File: src/rtl/tetris_pkg.sv
// tetris_pkg: board geometry, shape codes, rotation one-hots and
// controller state encoding shared by the piece controller.
package tetris_pkg;

    localparam int ROW     = 20;
    localparam int COL     = 10;
    localparam int SPAWN_X = 4;
    localparam int SPAWN_Y = 1;

    localparam logic [2:0] SH_A = 3'd0;
    localparam logic [2:0] SH_B = 3'd1;
    localparam logic [2:0] SH_C = 3'd2;
    localparam logic [2:0] SH_D = 3'd3;
    localparam logic [2:0] SH_E = 3'd4;
    localparam logic [2:0] SH_F = 3'd5;
    localparam logic [2:0] SH_G = 3'd6;
    localparam logic [2:0] SH_X = 3'd7;

    localparam logic [3:0] ROT0 = 4'b1000;
    localparam logic [3:0] ROT1 = 4'b0100;
    localparam logic [3:0] ROT2 = 4'b0010;
    localparam logic [3:0] ROT3 = 4'b0001;

    typedef enum logic [2:0] {
        S_IDLE     = 3'd0,
        S_SPAWN    = 3'd1,
        S_FALL     = 3'd2,
        S_PROBE    = 3'd3,
        S_LOCK     = 3'd4,
        S_WAIT_CLR = 3'd5,
        S_OVER     = 3'd6
    } state_e;

    // number of distinct rotations a shape cycles through
    function automatic logic [2:0] rot_span(input logic [2:0] shp);
        logic [2:0] n;
        case (shp)
            SH_D, SH_F, SH_G: n = 3'd2;
            SH_B, SH_C, SH_E: n = 3'd4;
            default:          n = 3'd1;
        endcase
        return n;
    endfunction

    function automatic logic [2:0] norm_shape(input logic [2:0] shp);
        return (shp == SH_X) ? SH_A : shp;
    endfunction

endpackage

File: src/rtl/block_rotate.sv
// block_rotate: combinational next-rotation of a 7-bit piece code.
module block_rotate
    import tetris_pkg::*;
(
    input  logic [6:0] blk_in,
    output logic [6:0] blk_out
);

    logic [2:0] shp;
    logic [3:0] rot;
    logic [3:0] rot_n;

    assign shp = blk_in[6:4];
    assign rot = blk_in[3:0];

    always_comb begin
        rot_n = rot;
        case (rot_span(shp))
            3'd2:    rot_n = (rot == ROT0) ? ROT1 : ROT0;
            3'd4:    rot_n = {rot[0], rot[3:1]};
            default: rot_n = rot;
        endcase
    end

    assign blk_out = {shp, rot_n};

endmodule

File: src/rtl/piece_ctrl.sv
// piece_ctrl: active-piece controller; proposes placements to the board
// checker and commits, discards or locks them on its hit answer.
module piece_ctrl
    import tetris_pkg::*;
#(
    parameter int ROW     = tetris_pkg::ROW,
    parameter int COL     = tetris_pkg::COL,
    parameter int SPAWN_X = tetris_pkg::SPAWN_X,
    parameter int SPAWN_Y = tetris_pkg::SPAWN_Y
)(
    input  logic       clk,
    input  logic       clr,
    input  logic       start,
    input  logic       tick,
    input  logic       mv_left,
    input  logic       mv_right,
    input  logic       mv_rot,
    input  logic       mv_down,
    input  logic [2:0] next_shape,
    input  logic       hit,
    input  logic       clear_done,
    output logic [6:0] BLOCK,
    output logic [3:0] x_pos,
    output logic [4:0] y_pos,
    output logic [6:0] probe_block,
    output logic [3:0] probe_x,
    output logic [4:0] probe_y,
    output logic       lock,
    output logic       game_over
);

    if ((COL > 16) || (ROW + 4 > 32)) begin : g_size_chk
        $error("board dimensions exceed position widths");
    end

    state_e     state_q, state_d;
    logic [6:0] blk_q, blk_d;
    logic [6:0] pb_q, pb_d;
    logic [3:0] x_q, x_d, px_q, px_d;
    logic [4:0] y_q, y_d, py_q, py_d;
    logic       down_q, down_d;
    logic [6:0] rot_blk;
    logic [6:0] spawn_blk;
    logic       acc_down, acc_rot, acc_left, acc_right;
    logic       show_probe;

    block_rotate u_rot (
        .blk_in  (blk_q),
        .blk_out (rot_blk)
    );

    assign spawn_blk = {norm_shape(next_shape), ROT0};

    // one accepted request per cycle, gravity and soft drop first
    assign acc_down  = tick | mv_down;
    assign acc_rot   = mv_rot & ~acc_down;
    assign acc_left  = mv_left & ~acc_down & ~mv_rot;
    assign acc_right = mv_right & ~acc_down & ~mv_rot & ~mv_left;

    always_ff @(posedge clk or posedge clr) begin
        if (clr) begin
            state_q <= S_IDLE;
            blk_q   <= '0;
            x_q     <= '0;
            y_q     <= '0;
            pb_q    <= '0;
            px_q    <= '0;
            py_q    <= '0;
            down_q  <= 1'b0;
        end else begin
            state_q <= state_d;
            blk_q   <= blk_d;
            x_q     <= x_d;
            y_q     <= y_d;
            pb_q    <= pb_d;
            px_q    <= px_d;
            py_q    <= py_d;
            down_q  <= down_d;
        end
    end

    always_comb begin
        state_d = state_q;
        blk_d   = blk_q;
        x_d     = x_q;
        y_d     = y_q;
        pb_d    = pb_q;
        px_d    = px_q;
        py_d    = py_q;
        down_d  = down_q;
        unique case (state_q)
            S_IDLE, S_OVER: begin
                if (start) begin
                    state_d = S_SPAWN;
                    pb_d    = spawn_blk;
                    px_d    = 4'(SPAWN_X);
                    py_d    = 5'(SPAWN_Y);
                end
            end
            S_SPAWN: begin
                if (hit) begin
                    state_d = S_OVER;
                    blk_d   = '0;
                end else begin
                    state_d = S_FALL;
                    blk_d   = pb_q;
                    x_d     = px_q;
                    y_d     = py_q;
                end
            end
            S_FALL: begin
                pb_d   = blk_q;
                px_d   = x_q;
                py_d   = y_q;
                down_d = 1'b0;
                unique case (1'b1)
                    acc_down: begin
                        py_d    = y_q + 5'd1;
                        down_d  = 1'b1;
                        state_d = S_PROBE;
                    end
                    acc_rot: begin
                        pb_d    = rot_blk;
                        state_d = S_PROBE;
                    end
                    acc_left: begin
                        px_d    = x_q - 4'd1;
                        state_d = S_PROBE;
                    end
                    acc_right: begin
                        px_d    = x_q + 4'd1;
                        state_d = S_PROBE;
                    end
                    default: ;
                endcase
            end
            S_PROBE: begin
                if (!hit) begin
                    state_d = S_FALL;
                    blk_d   = pb_q;
                    x_d     = px_q;
                    y_d     = py_q;
                end else if (down_q) begin
                    state_d = S_LOCK;
                end else begin
                    state_d = S_FALL;
                end
            end
            S_LOCK: begin
                state_d = S_WAIT_CLR;
                blk_d   = '0;
            end
            S_WAIT_CLR: begin
                if (clear_done) begin
                    state_d = S_SPAWN;
                    pb_d    = spawn_blk;
                    px_d    = 4'(SPAWN_X);
                    py_d    = 5'(SPAWN_Y);
                end
            end
            default: state_d = S_IDLE;
        endcase
    end

    assign show_probe  = (state_q == S_SPAWN) || (state_q == S_PROBE);
    assign BLOCK       = blk_q;
    assign x_pos       = x_q;
    assign y_pos       = y_q;
    assign probe_block = show_probe ? pb_q : blk_q;
    assign probe_x     = show_probe ? px_q : x_q;
    assign probe_y     = show_probe ? py_q : y_q;
    assign lock        = (state_q == S_LOCK);
    assign game_over   = (state_q == S_OVER);

endmodule

File: config.mk
export PLATFORM = sky130hd
export DESIGN_NAME = piece_ctrl
export DESIGN_NICKNAME = d
export VERILOG_FILES = /design/src/rtl/tetris_pkg.sv /design/src/rtl/block_rotate.sv /design/src/rtl/piece_ctrl.sv
export SDC_FILE = /design/constraint.sdc
export NUM_CORES = 1
export LEC_CHECK = 0
export ABC_AREA = 1
export BUFFER_PORTS_ARGS = -buffer_cell sky130_fd_sc_hd__buf_2
export CORE_MARGIN = 4
export CORE_UTILIZATION = 45
export CTS_CLUSTER_SIZE = 40
export DETAILED_ROUTE_END_ITERATION = 8
export PLACE_DENSITY = 0.76
export SLEW_MARGIN = 10
export SYNTH_ARGS = -nofsm -noshare
export SYNTH_HDL_FRONTEND = slang
export SYNTH_SLANG_ARGS = --single-unit
export TNS_END_PERCENT = 30
File: constraint.sdc
create_clock -name clk -period 1.75 [get_ports clk]
set_input_delay 0.2625 -clock clk [delete_from_list [all_inputs] [get_ports clk]]
set_output_delay 0.2625 -clock clk [all_outputs]
set_load 0.1 [all_outputs]
After elaboration in Yosys (flattened, before gate mapping)
Cells that the tools add are included.
- reduce and logical (&&, ||, !) cells: 13
- mux-type cells: 30
- $add $sub $neg: 3
- bitwise operators: 11
- eq/ne operators: 20
- operators with widths (kind ; count):
    one-hot mux 7 bit (3 select lines) ; 2
    2-to-1 mux 7 bit ; 5
    equality test 3 bit (second input constant) ; 8
    2-to-1 mux 3 bit ; 7
    2-to-1 mux 4 bit ; 5
    2-to-1 mux 5 bit ; 4
    one-hot mux 3 bit (6 select lines) ; 1
    one-hot mux 4 bit (2 select lines) ; 2
    equality test 3 x 2 -> 1 bit (second input constant) ; 5
    one-hot mux 5 bit (3 select lines) ; 1
    one-hot mux 4 bit (3 select lines) ; 1
    inequality test 2 bit (second input constant) ; 4
    AND 1 bit ; 6
    equality test 3 x 1 -> 1 bit (second input constant) ; 2
    one-hot mux 3 bit (2 select lines) ; 1
    AND reduction 3 bit ; 2
    nonzero test 3 bit ; 2
    OR reduction 3 bit ; 2
    adder 5 x 1 -> 5 bit (second input constant) ; 1
    adder 4 x 1 -> 4 bit (second input constant) ; 1
    equality test 4 bit (second input constant) ; 1
    NOT 1 bit ; 4
    AND reduction 2 bit ; 2
    OR reduction 2 bit ; 2
    other kinds (6) ; 6
- input bits: 13
- register bits: 36
- logic and storage cells: 85
- output and inout bits: 34

Longest topological paths before layout
Gate-level depths: netlist (run 1).
- depth after elaboration: 8
- gate-level depth with buffers: 14
- depth with buffers taken out: 14

Hierarchy
A second synthesis (run 1) with hierarchy kept.
- cells, all modules: 305
- area, all modules: 2197.1 um2
- modules (own cells, without submodules) (module ; sequential area each (um2) ; cells an instance ; instances ; area an instance (um2)):
    piece_ctrl ; 900.9 ; 271 ; 1 ; 2016.9
    block_rotate ; 0.0 ; 34 ; 1 ; 180.2

Worst setup path before layout (run 1)
No wires, ideal clock.
- kind: register to output
- from: register blk_q[6] (netlist: BLOCK[6])
- to: output port probe_block[6]
- path slack: -1.801 ns
- data required time: 1.487 ns
- cell stages (with the launch flop): 3
- path buffers: 0
- arrival time: 3.289 ns
- cells stage by stage: dfrtp_1 inv_1 o21ai_0
- longest elaborated chain between the ends: 1
- ends and longest elaborated chain (element ; RTL line ; RTL):
    start, declared ; piece_ctrl.sv:37 ; logic [6:0] blk_q, blk_d;
    start signal, assigned ; piece_ctrl.sv:72 ; blk_q <= blk_d;
    2-to-1 mux 7 bit ; piece_ctrl.sv:169 ; assign probe_block = show_probe ? pb_q : blk_q;
    end, declared ; piece_ctrl.sv:25 ; output logic [6:0] probe_block,
No other way between the ends.

Worst setup path after layout (run 1)
- from: register blk_q[5] (netlist: BLOCK[5])
- to: register pb_q[2]
- longest elaborated chain between the ends: 7
- elaborated cells on any way between the ends: 14
- classes of those cells: eq/ne (8); mux (4); reduce/logical (2)
- ends and longest elaborated chain (element ; RTL line ; RTL):
    equality test 3 x 1 -> 1 bit, or another cell as far along ; tetris_pkg.sv:37 ; case (shp)
    OR reduction 3 bit ; tetris_pkg.sv:37 ;
    one-hot mux 3 bit (2 select lines) (*) ; tetris_pkg.sv:37 ;
    equality test 3 bit / equality test 3 x 2 -> 1 bit (equally long branches) ; block_rotate.sv:18 ; case (rot_span(shp))
    one-hot mux 4 bit (2 select lines) (*) ; block_rotate.sv:18 ;
    2-to-1 mux 4 bit (*) ; piece_ctrl.sv:116 ; unique case (1'b1)
    one-hot mux 7 bit (3 select lines) (*) ; piece_ctrl.sv:91 ; unique case (state_q)
    end signal, assigned ; piece_ctrl.sv:75 ; pb_q <= pb_d;
    end, declared ; piece_ctrl.sv:38 ; logic [6:0] pb_q, pb_d;
Every way passes the cells marked *; elsewhere a longest branch is shown, timed or not.
A chain may end at the register's enable or synchronous reset.

==> impl_results.md, run 1 <==
- Layout overhead on the synthesized area: 46.49%
- I/O pin count: 47
- Vias in the first global route: 2154
- Synth Register Bits: 36
- Final Critical Period: 1.894 ns
- Met1 Resource Use GR: 24.20%
- CP required: 1.93 ns
- Final Util: 68.16%
- RePlAce Congestion: 0.8027
- Grt ovf: 0
- CP endpoint kind: flop
- Root Driver: clkbuf_8
- Clock transition at the registers of the reported paths: 0.08 ns
- Ys async rst share: 100.0%
- Synth area leader: dfrtp_1
- WL per Instance: 14.26 um
- Die area: 6101 um2
- Initial antenna violation count: 0
- Pre-antenna DRT Iters: 4
- Total CTS buffers: 5
- Status: finished with violations
- Met2 Track Usage GR: 35.96%
- Worst Skew: 0.009014 ns
- Total GRT Usage: 20.40%
- RSZ-0062 raised after global routing: true
- Cells after Synth: 292
- Kind of critical path: flop to flop
- DR iter-0 viols: 87
- Setup violators final: 4
- Synth top area cells: dfrtp_1 41%, nand2_1 14%, o21ai_0 7.5%
- Initial Util: 46.53%
- Via Count: 2222
- Core area: 4755 um2
- Mapped cell area: 2212 um2
- Cts hold-fix bufs: 0
- DIE WIDTH: 78.11 um
- Synth unique cells: 38
- Global routing's busiest layer: met2
- Actual slew at the worst max-slew pin: 0.4909 ns
- Slew headroom: 67.50%
- Fin area: 3241 um2
- Critical-path top delay cell: dfrtp_4
- Number of synthesized flops with an enable pin: 0
- Max_cap viols: 0
- Global-route wire length before repair: 9908 um
- H-tree lvl count: 2
- Final setup margin: -0.1438 ns
- DRC: 0
- Fin crit share: 108.2%
- Fmax: 528.1 MHz
- Crit Path Max Fanout: 6
- Clk buf depth: 2
- Most used DFF post-synth: dfrtp_1
- Cell Chain, Critical Path: nand2_2, inv_2, or2_4, a21oi_4, ha_4, nor3_4, nand3_1, o211ai_1, o21ai_1
- Fill cells: 367
- M3 GR Usage: 3.096%
- Nets: 373
- Largest net degree at the start of global routing: 37
- Clock latency at the later pin of the worst-skew pair: 0.30 ns
- Detailed Place HPWL: 4227 um
- Post-DRT Antenna Nets: 0
- Ant diodes: 0
- Share of post-route cells with drive strength above 1: 37.46%
- Final Slew Violations: 0
- Hold Fails Final Rpt: 0
- Vias/cell: 5.265
- Final WL: 6017 um
- Dpl cell area: 3010 um2
- Failing checks: negative setup slack
- Syn_nets: 311
- HP Class: input pin to async pin
- Port bufs: 46
- Critical Path Start Type: flop
- CTS tree: done
- Worst r2r path cells: 9
- Critical Path Max Stage Delay: 0.49 ns
- Die Ht: 78.11 um
- Setup_tns: -0.5302 ns
- Post-synth top area share: 40.72%
- Clk sinks: 36
- Part of the Yosys area used for sequential elements: 40.72%
- Worst EP arrival: 2.07 ns
- Yosys warnings: 0
- Row count: 25
- Syn Area/Cell: 7.576 um2
## placed cells by master, fill, tap and decap left out, types with 2 or more instances in the layout
| cell | instances |
|---|---|
| buf_4 | 14 |
| o21ai_2 | 5 |
| a21oi_1 | 6 |
| xor2_1 | 2 |
| nand2_1 | 79 |
| or2_4 | 2 |
| o211ai_1 | 5 |
| nand4_1 | 4 |
| inv_2 | 10 |
| inv_1 | 29 |
| dfrtp_2 | 2 |
| ha_1 | 3 |
| buf_2 | 28 |
| buf_12 | 20 |
| ha_4 | 2 |
| a21oi_2 | 3 |
| dfrtp_1 | 31 |
| nand3_1 | 15 |
| nor2_1 | 10 |
| dfrtp_4 | 3 |
| nor2_2 | 3 |
| o21ai_1 | 11 |
| clkinvlp_4 | 2 |
| nand2_2 | 9 |
| o21ai_4 | 13 |
| o21ai_0 | 19 |
| clkbuf_8 | 5 |
## cells in the mapped netlist (4+ instances only)
cell type  number
a21oi_1         8
buf_2           5
dfrtp_1        36
ha_1            5
inv_1          32
inv_2           7
nand2_1        82
nand2_2         7
nand3_1        15
nand4_1         4
nor2_1         12
o211ai_1        5
o21ai_0        33
o21ai_1        11
o21ai_2         4
## metal layers
metal  wire length, um  vias to the layer above
met5                 0                        -
met4               161                        0
met3               340                       14
met2              3077                       83
met1              2437                     1047
li1                  -                     1078
## cell type report
cell class                      instances  area [um2]  share of cell area (%)
Sequential cell                        36       914.6                   28.22
Tap cell                               67       83.83                   2.587
Timing Repair Buffer                   63       670.6                   20.69
Clock buffer                            5       68.82                   2.124
Multi-Input combinational cell        209        1333                   41.12
Inverter                               39       146.4                   4.517
Clock inverter                          3       23.77                  0.7336
## cells by family after synthesis
logic type      synth area share [%]
fa+ha+maj                      3.733
flops                          40.72
xor+xnor                       1.188
buf+inv                        9.163
simple gates                   27.26
compound gates                 17.93
## path summary, 6_finish.rpt
| check | start | slack (ns) | to |
|---|---|---|---|
| setup / recovery | BLOCK[5] | -0.14 | pb_q[2] |
| hold reg to reg | px_q[3] | 0.49 | px_q[3] |
| setup reg to reg | BLOCK[5] | -0.14 | pb_q[2] |
| hold / removal | clr | 0.06 | y_pos[4] |
| max in group asynchronous | clr | 1.33 | BLOCK[6] |
| min in group clk | next_shape[2] | 0.28 | pb_q[6] |
## flip-flops by register name (all words and copies together), names as in the netlist
name / flops
px_q: 4
y_pos: 5
BLOCK: 7
pb_q: 7
down_q: 1
x_pos: 4
state_q: 3
py_q: 5
## timing repair
action	CTS	global route
setup buffers	0	0
setup endpoints to repair	19	20
gates resized for setup	10	12
pin swaps	4	1
cloned	0	1
## critical path, delay by kind of cell (launching register included)
kind	cells	cell delay (ns)
flip-flops	1	0.49
AND/OR/NAND/NOR	4	0.67
buffers and inverters	1	0.04
AO/OA/AOI/OAI	3	0.33
adder cells (fa/ha/maj)	1	0.23
## per-stage QoR
stage / hold WS (ns) / setup WS (ns) / instances
floorplan: 0.4295 / -0.3441 / 292
global placement: 0.3856 / -0.1136 / 413
detailed placement: 0.3877 / -0.2083 / 413
CTS: 0.06745 / -0.1271 / 421
global route: 0.09049 / -0.2485 / 422
finish: 0.05523 / -0.1438 / 422
Power of run 1 is not shown: default switching activity piles up to over one toggle a cycle in this logic, so the estimate is an artifact.
==> run 2, diff against run 1 <==
--- a/config.mk
+++ b/config.mk
@@ -8,10 +8,11 @@
 export ABC_AREA = 1
 export BUFFER_PORTS_ARGS = -buffer_cell sky130_fd_sc_hd__buf_2
 export CORE_MARGIN = 4
-export CORE_UTILIZATION = 45
+export CORE_UTILIZATION = 49
 export CTS_CLUSTER_SIZE = 40
 export DETAILED_ROUTE_END_ITERATION = 8
-export PLACE_DENSITY = 0.76
+export GPL_TIMING_DRIVEN = 0
+export PLACE_DENSITY = 0.82
 export SLEW_MARGIN = 10
 export SYNTH_ARGS = -nofsm -noshare
 export SYNTH_HDL_FRONTEND = slang
==> run 2 against run 1 <==
Net effect: the flow still finishes with violations (negative setup slack); cell count fell by 2.8%; die area fell by 7.3%; non-clock buffer count rose by 3; flip-flop and latch count did not move; critical endpoint is now pb_q[0].
==> impl_results.md, run 2 (synthesized netlist as in run 1, its figures left out) <==
- CP endpoint kind: flop
- Slew headroom: 48.58% (-19 points)
- Kind of critical path: flop to flop
- Share of post-route cells with drive strength above 1: 40.50% (+3.0 points)
- Die Ht: 75.19 um (-3.7%)
- Port bufs: 46 (unchanged)
- RSZ-0062 raised after global routing: true
- Via Count: 2285 (+2.8%)
- Final Slew Violations: 0 (unchanged)
- Detailed Place HPWL: 4001 um (-5.4%)
- Root Driver: clkbuf_8
- Fin crit share: 116.2% (+7.9 points)
- Crit Path Max Fanout: 8 (+2)
- Worst Path Buf+Inv: 1 (unchanged)
- DR iter-0 viols: 179 (+110%)
- Critical Path Max Stage Delay: 0.50 ns (about the same)
- Status: finished with violations
- RePlAce Congestion: 0.8168 (+1.8%)
- Multi-input logic area: 1361 um2 (+2.2%)
- Total CTS buffers: 5 (unchanged)
- Die area: 5654 um2 (-7.3%)
- Fmax: 491.9 MHz (-6.8%)
- Actual slew at the worst max-slew pin: 0.7702 ns (+0.2793 ns)
- Setup violators final: 15 (+11)
- Critical Path Start Type: flop
- Grt ovf: 0 (unchanged)
- Total GRT Usage: 24.19% (+3.8 points)
- Clk sinks: 36 (unchanged)
- Core area: 4354 um2 (-8.4%)
- Final setup margin: -0.2828 ns (-0.1391 ns)
- Clk buf depth: 2 (unchanged)
- DRC: 0 (unchanged)
- Worst Skew: 0.002193 ns (-0.006821 ns)
- I/O pin count: 47 (unchanged)
- Dpl cells: 390 (-5.6%)
- Finished Layout Cells: 410 (-2.8%)
- H-tree lvl count: 2 (unchanged)
- CP top delay family: simple AND/OR/NAND/NOR gates
- CP required: 1.93 ns (about the same)
- WL per Instance: 16.16 um (+13%)
- Post-Place Setup Slack: -0.4421 ns (-0.2338 ns)
- Critical-path top delay cell: dfrtp_4
- Nets: 376 (+0.80%)
- Ant diodes: 0 (unchanged)
- Final WL: 6627 um (+10%)
- Cell Chain, Critical Path: nand2_2, inv_2, or2_4, a21oi_4, ha_4, nor3_4, nand2_1, o211ai_1, o21ai_1
- Global-route wire length before repair: 10220 um (+3.1%)
- Setup_tns: -1.220 ns (-0.6899 ns)
- Fill cells: 288 (-22%)
- DIE WIDTH: 75.19 um (-3.7%)
- Vias/cell: 5.573 (+5.8%)
- Register Area: 915.9 um2 (+0.14%)
- HP Class: input pin to async pin
- Commonest non-fill, non-tap cell in the layout: nand2_1
- Clock transition at the registers of the reported paths: 0.07 ns (about the same)
- Vias in the first global route: 2160 (+0.28%)
- Initial antenna violation count: 0 (unchanged)
- Max_cap viols: 0 (unchanged)
- Post-DRT Antenna Nets: 0 (unchanged)
- Row count: 24 (-4.0%)
- Initial Util: 50.80% (+4.3 points)
- Commonest non-fill, non-tap cells in the layout: 71 x nand2_1, 30 x dfrtp_1, 30 x buf_2
- CTS tree: done
- Largest net degree at the start of global routing: 37 (unchanged)
- Failing checks: negative setup slack
- Hold Fails Final Rpt: 0 (unchanged)
- Clock latency at the later pin of the worst-skew pair: 0.29 ns (about the same)
- Layout overhead on the synthesized area: 48.70%
- Pre-antenna DRT Iters: 4 (unchanged)
- Final Critical Period: 2.033 ns (+0.1391 ns)
- Worst EP arrival: 2.21 ns (+0.14 ns)
==> run 2: changes by cell type in the layout (fill, tap and decap cells not counted), moves of 2 or more <==
cell / before / now
nand2_1: 79 / 71
nand2_2: 9 / 17
buf_4: 14 / 10
buf_2: 28 / 30
buf_6: 0 / 2
clkbuf_1: 0 / 2
clkinvlp_4: 2 / 0
nor2_1: 10 / 8
nor2_4: 1 / 3
==> run 2: worst register-to-register path, stage by stage (launching register included) <==
cell	delay, ns
dfrtp_4	0.50
nand2_2	0.08
inv_2	0.04
or2_4	0.23
a21oi_4	0.16
ha_4	0.23
nor3_4	0.34
nand2_1	0.12
o211ai_1	0.11
o21ai_1	0.09
==> run 2: final timing paths <==
| path | startpoint | to | slack (ns) | cells past startpoint |
|---|---|---|---|---|
| hold / removal | clr | y_pos[0] | 0.09 | 2 |
| max in group asynchronous | clr | BLOCK[4] | 1.07 | 2 |
| hold reg to reg | py_q[3] | py_q[3] | 0.50 | 2 |
| min in group clk | next_shape[2] | pb_q[6] | 0.26 | 3 |
| setup reg to reg | BLOCK[5] | pb_q[0] | -0.28 | 9 |
| setup / recovery | BLOCK[5] | pb_q[0] | -0.28 | 9 |
==> run 2: what timing repair did <==
item / in CTS / in global routing
pin swaps: 9 / 6
setup buffers: 7 / 3
hold buffers: 0 / 0
resized for setup: 90 / 16
endpoints found under the setup margin: 23 / 22
gates cloned: 1 / 1
==> run 2: area by class of cell <==
cell class / instances / share of cell area [%]
buffer: 8 / 3.081
clock buffer: 8 / 2.739
inverter: 39 / 4.526
multi-input combinational: 209 / 41.38
sequential: 36 / 27.84
tap: 52 / 1.978
timing repair buffer: 58 / 18.45
==> run 2: stage by stage <==
stage	hold slack [ns]	util, %	instance area, um2
after floorplan	0.4295	-	2365
after global placement	0.4738	61.09	2660
after detailed placement	0.4407	61.09	2660
after CTS	0.1287	72.99	3178
after global routing	0.1774	75.55	3289
final	0.09432	75.55	3289
==> run 2: per-layer routing <==
layer  GRT usage [%]  routed length, um  vias up  share of wire [%]
met5               0                  0        -                  0
met4           11.07                195        0                2.9
met2           38.59               3392       96                 51
met3           4.806                485       19                7.3
li1                -                  -     1086                  -
met1           31.79               2553     1084                 39
Power of run 2 is left out for the same reason.
==> run 3, diff against run 2 <==
--- a/config.mk
+++ b/config.mk
@@ -8,12 +8,11 @@
 export ABC_AREA = 1
 export BUFFER_PORTS_ARGS = -buffer_cell sky130_fd_sc_hd__buf_2
 export CORE_MARGIN = 4
-export CORE_UTILIZATION = 49
+export CORE_UTILIZATION = 59
 export CTS_CLUSTER_SIZE = 40
 export DETAILED_ROUTE_END_ITERATION = 8
-export GPL_TIMING_DRIVEN = 0
-export PLACE_DENSITY = 0.82
-export SLEW_MARGIN = 10
+export PLACE_DENSITY = 0.91
+export SLEW_MARGIN = 20
 export SYNTH_ARGS = -nofsm -noshare
 export SYNTH_HDL_FRONTEND = slang
 export SYNTH_SLANG_ARGS = --single-unit
==> constraint.sdc (replaced) <==
create_clock -name clk -period 2.6 [get_ports clk]
set_input_delay 0.39 -clock clk [delete_from_list [all_inputs] [get_ports clk]]
set_output_delay 0.39 -clock clk [all_outputs]
set_load 0.1 [all_outputs]
==> run 3 against run 2 <==
Net effect: the flow now finishes without violations; critical path depth is 3 lower; sequential share of layout area is 6.8 points higher; count of clock-buffer cells in the layout is 2 lower; via count is 6.1% lower; worst hold slack better by 0.10 ns; first-iteration DRC count is 13% higher; register-to-register slack better by 0.68 ns; global-route usage is 1.5 points lower; setup slack better by 0.57 ns; largest cell class unchanged; highest routed layer unchanged.
==> impl_results.md, run 3 (synthesized netlist as in run 1, its figures left out) <==
- Detailed Place HPWL: 3749 um (-6.3%)
- Clock latency at the later pin of the worst-skew pair: 0.29 ns (about the same)
- Largest net degree at the start of global routing: 37 (unchanged)
- Port bufs: 46 (unchanged)
- Commonest non-fill, non-tap cell in the layout: nand2_1
- I/O pin count: 47 (unchanged)
- Final Util: 74.96% (-0.58 points)
- Fmax: 431.7 MHz
- Worst hold margin: 0.1951 ns (+0.1007 ns)
- DIE WIDTH: 69.23 um (-7.9%)
- Clk buf depth: 2 (unchanged)
- DRC: 0 (unchanged)
- Fill cells: 265 (-8.0%)
- Vias/cell: 5.557 (-0.29%)
- Vias in the first global route: 1940 (-10%)
- Final WL: 5201 um (-22%)
- RSZ-0062 raised after global routing: false
- Via Count: 2145 (-6.1%)
- Slew headroom: 62.10% (+14 points)
- Post-cts resize count: 0 (-100%)
- Hold Fails Final Rpt: 0 (unchanged)
- Status: finished, final reports clean
- CTS tree: done
- HP Class: input pin to async pin
- Initial Util: 63.78% (+13 points)
- Clock transition at the registers of the reported paths: 0.07 ns (about the same)
- DR iter-0 viols: 202 (+13%)
- Initial antenna violation count: 0 (unchanged)
- Dpl cells: 378 (-3.1%)
- Critical Path Start Type: flop
- Crit Path Max Fanout: 29 (+21)
- Row count: 21 (-13%)
- Layout overhead on the synthesized area: 17.53%
- Finished Layout Cells: 386 (-5.9%)
- Die Ht: 69.23 um (-7.9%)
- Post-DRT Antenna Nets: 0 (unchanged)
- Grt ovf: 0 (unchanged)
- Final Slew Violations: 0 (unchanged)
- Setup violators final: 0 (-15)
- Die area: 4793 um2 (-15%)
- Clk sinks: 36 (unchanged)
- Share of post-route cells with drive strength above 1: 25.88% (-15 points)
- Final Critical Period: 2.316 ns
- Kind of critical path: flop to output pin
- Worst Skew: 0.003105 ns (+0.0009117 ns)
- RR Startpoint: BLOCK[4]
- Post-CTS setup buffers: 0 (-7)
- CP required: 2.21 ns (+0.28 ns)
- WL per Instance: 13.47 um (-17%)
- Worst EP arrival: 1.93 ns (-0.28 ns)
- Global-route wire length before repair: 8790 um (-14%)
- Max_cap viols: 0 (unchanged)
- Nets: 358 (-4.8%)
- Ant diodes: 0 (unchanged)
- Setup_tns: 0 ns (+1.220 ns)
- Pre-antenna DRT Iters: 4 (unchanged)
- Total CTS buffers: 5 (unchanged)
- Core area: 3468 um2 (-20%)
- Cts hold-fix bufs: 0 (unchanged)
- Root Driver: clkbuf_8
- Commonest non-fill, non-tap cells in the layout: 82 x nand2_1, 43 x buf_2, 36 x dfrtp_1
- Fin crit share: 89.08%
- CP endpoint kind: output pin
- RePlAce Congestion: 0.8778 (+7.5%)
- Total GRT Usage: 22.72% (-1.5 points)
- Actual slew at the worst max-slew pin: 0.5685 ns (-0.2017 ns)
- H-tree lvl count: 2 (unchanged)
- CP startpoint: state_q[2]
[run 3: cell types whose count changed in the layout (fill, tap and decap cells not counted), sizes merged]
cell	previous run	this run
buf	63	48
clkinv	0	2
clkbuf	11	6
[run 3: routing by layer]
metal	vias to the layer above	global-route usage [%]	routed length (um)
met5	-	0	0
met4	0	11.93	133
met3	13	3.333	360
met2	77	38.14	2539
met1	1009	28.22	2167
li1	1046	-	-
[run 3: worst max-delay path: stages (launching register included)]
cell	delay, ns
dfrtp_1	0.47
inv_2	0.13
nand2_1	0.08
buf_4	0.31
nand2_1	0.09
o21ai_1	0.10
buf_2	0.45
[run 3: final timing paths]
path / end / slack [ns] / cells past startpoint
worst max-delay path: probe_x[3] / 0.28 / 6
worst min-delay path: py_q[0] / 0.20 / 3
worst max register to register: pb_q[2] / 0.40 / 9
worst min register to register: py_q[3] / 0.49 / 2
max in group asynchronous: x_pos[1] / 2.09 / 3
min in group clk: pb_q[6] / 0.39 / 3
[run 3: per-stage QoR]
step	area (um2)	setup WS (ns)
4_1_cts	2600	0.2965
6_report	2600	0.2838
2_1_floorplan	2216	-0.1182
3_5_place_dp	2507	0.3909
3_3_place_gp	2507	0.5012
5_1_grt	2600	0.1529
[run 3: cell type report]
class | count | area (um2) | share of cell area (%)
timing repair buffer | 48 | 290.3 | 11.16
inverter | 39 | 146.4 | 5.630
multi-input combinational | 209 | 1112 | 42.78
clock buffer | 6 | 82.58 | 3.176
sequential | 36 | 900.9 | 34.65
tap | 46 | 57.56 | 2.214
clock inverter | 2 | 10.01 | 0.3850
Power of run 3 is left out for the same reason.
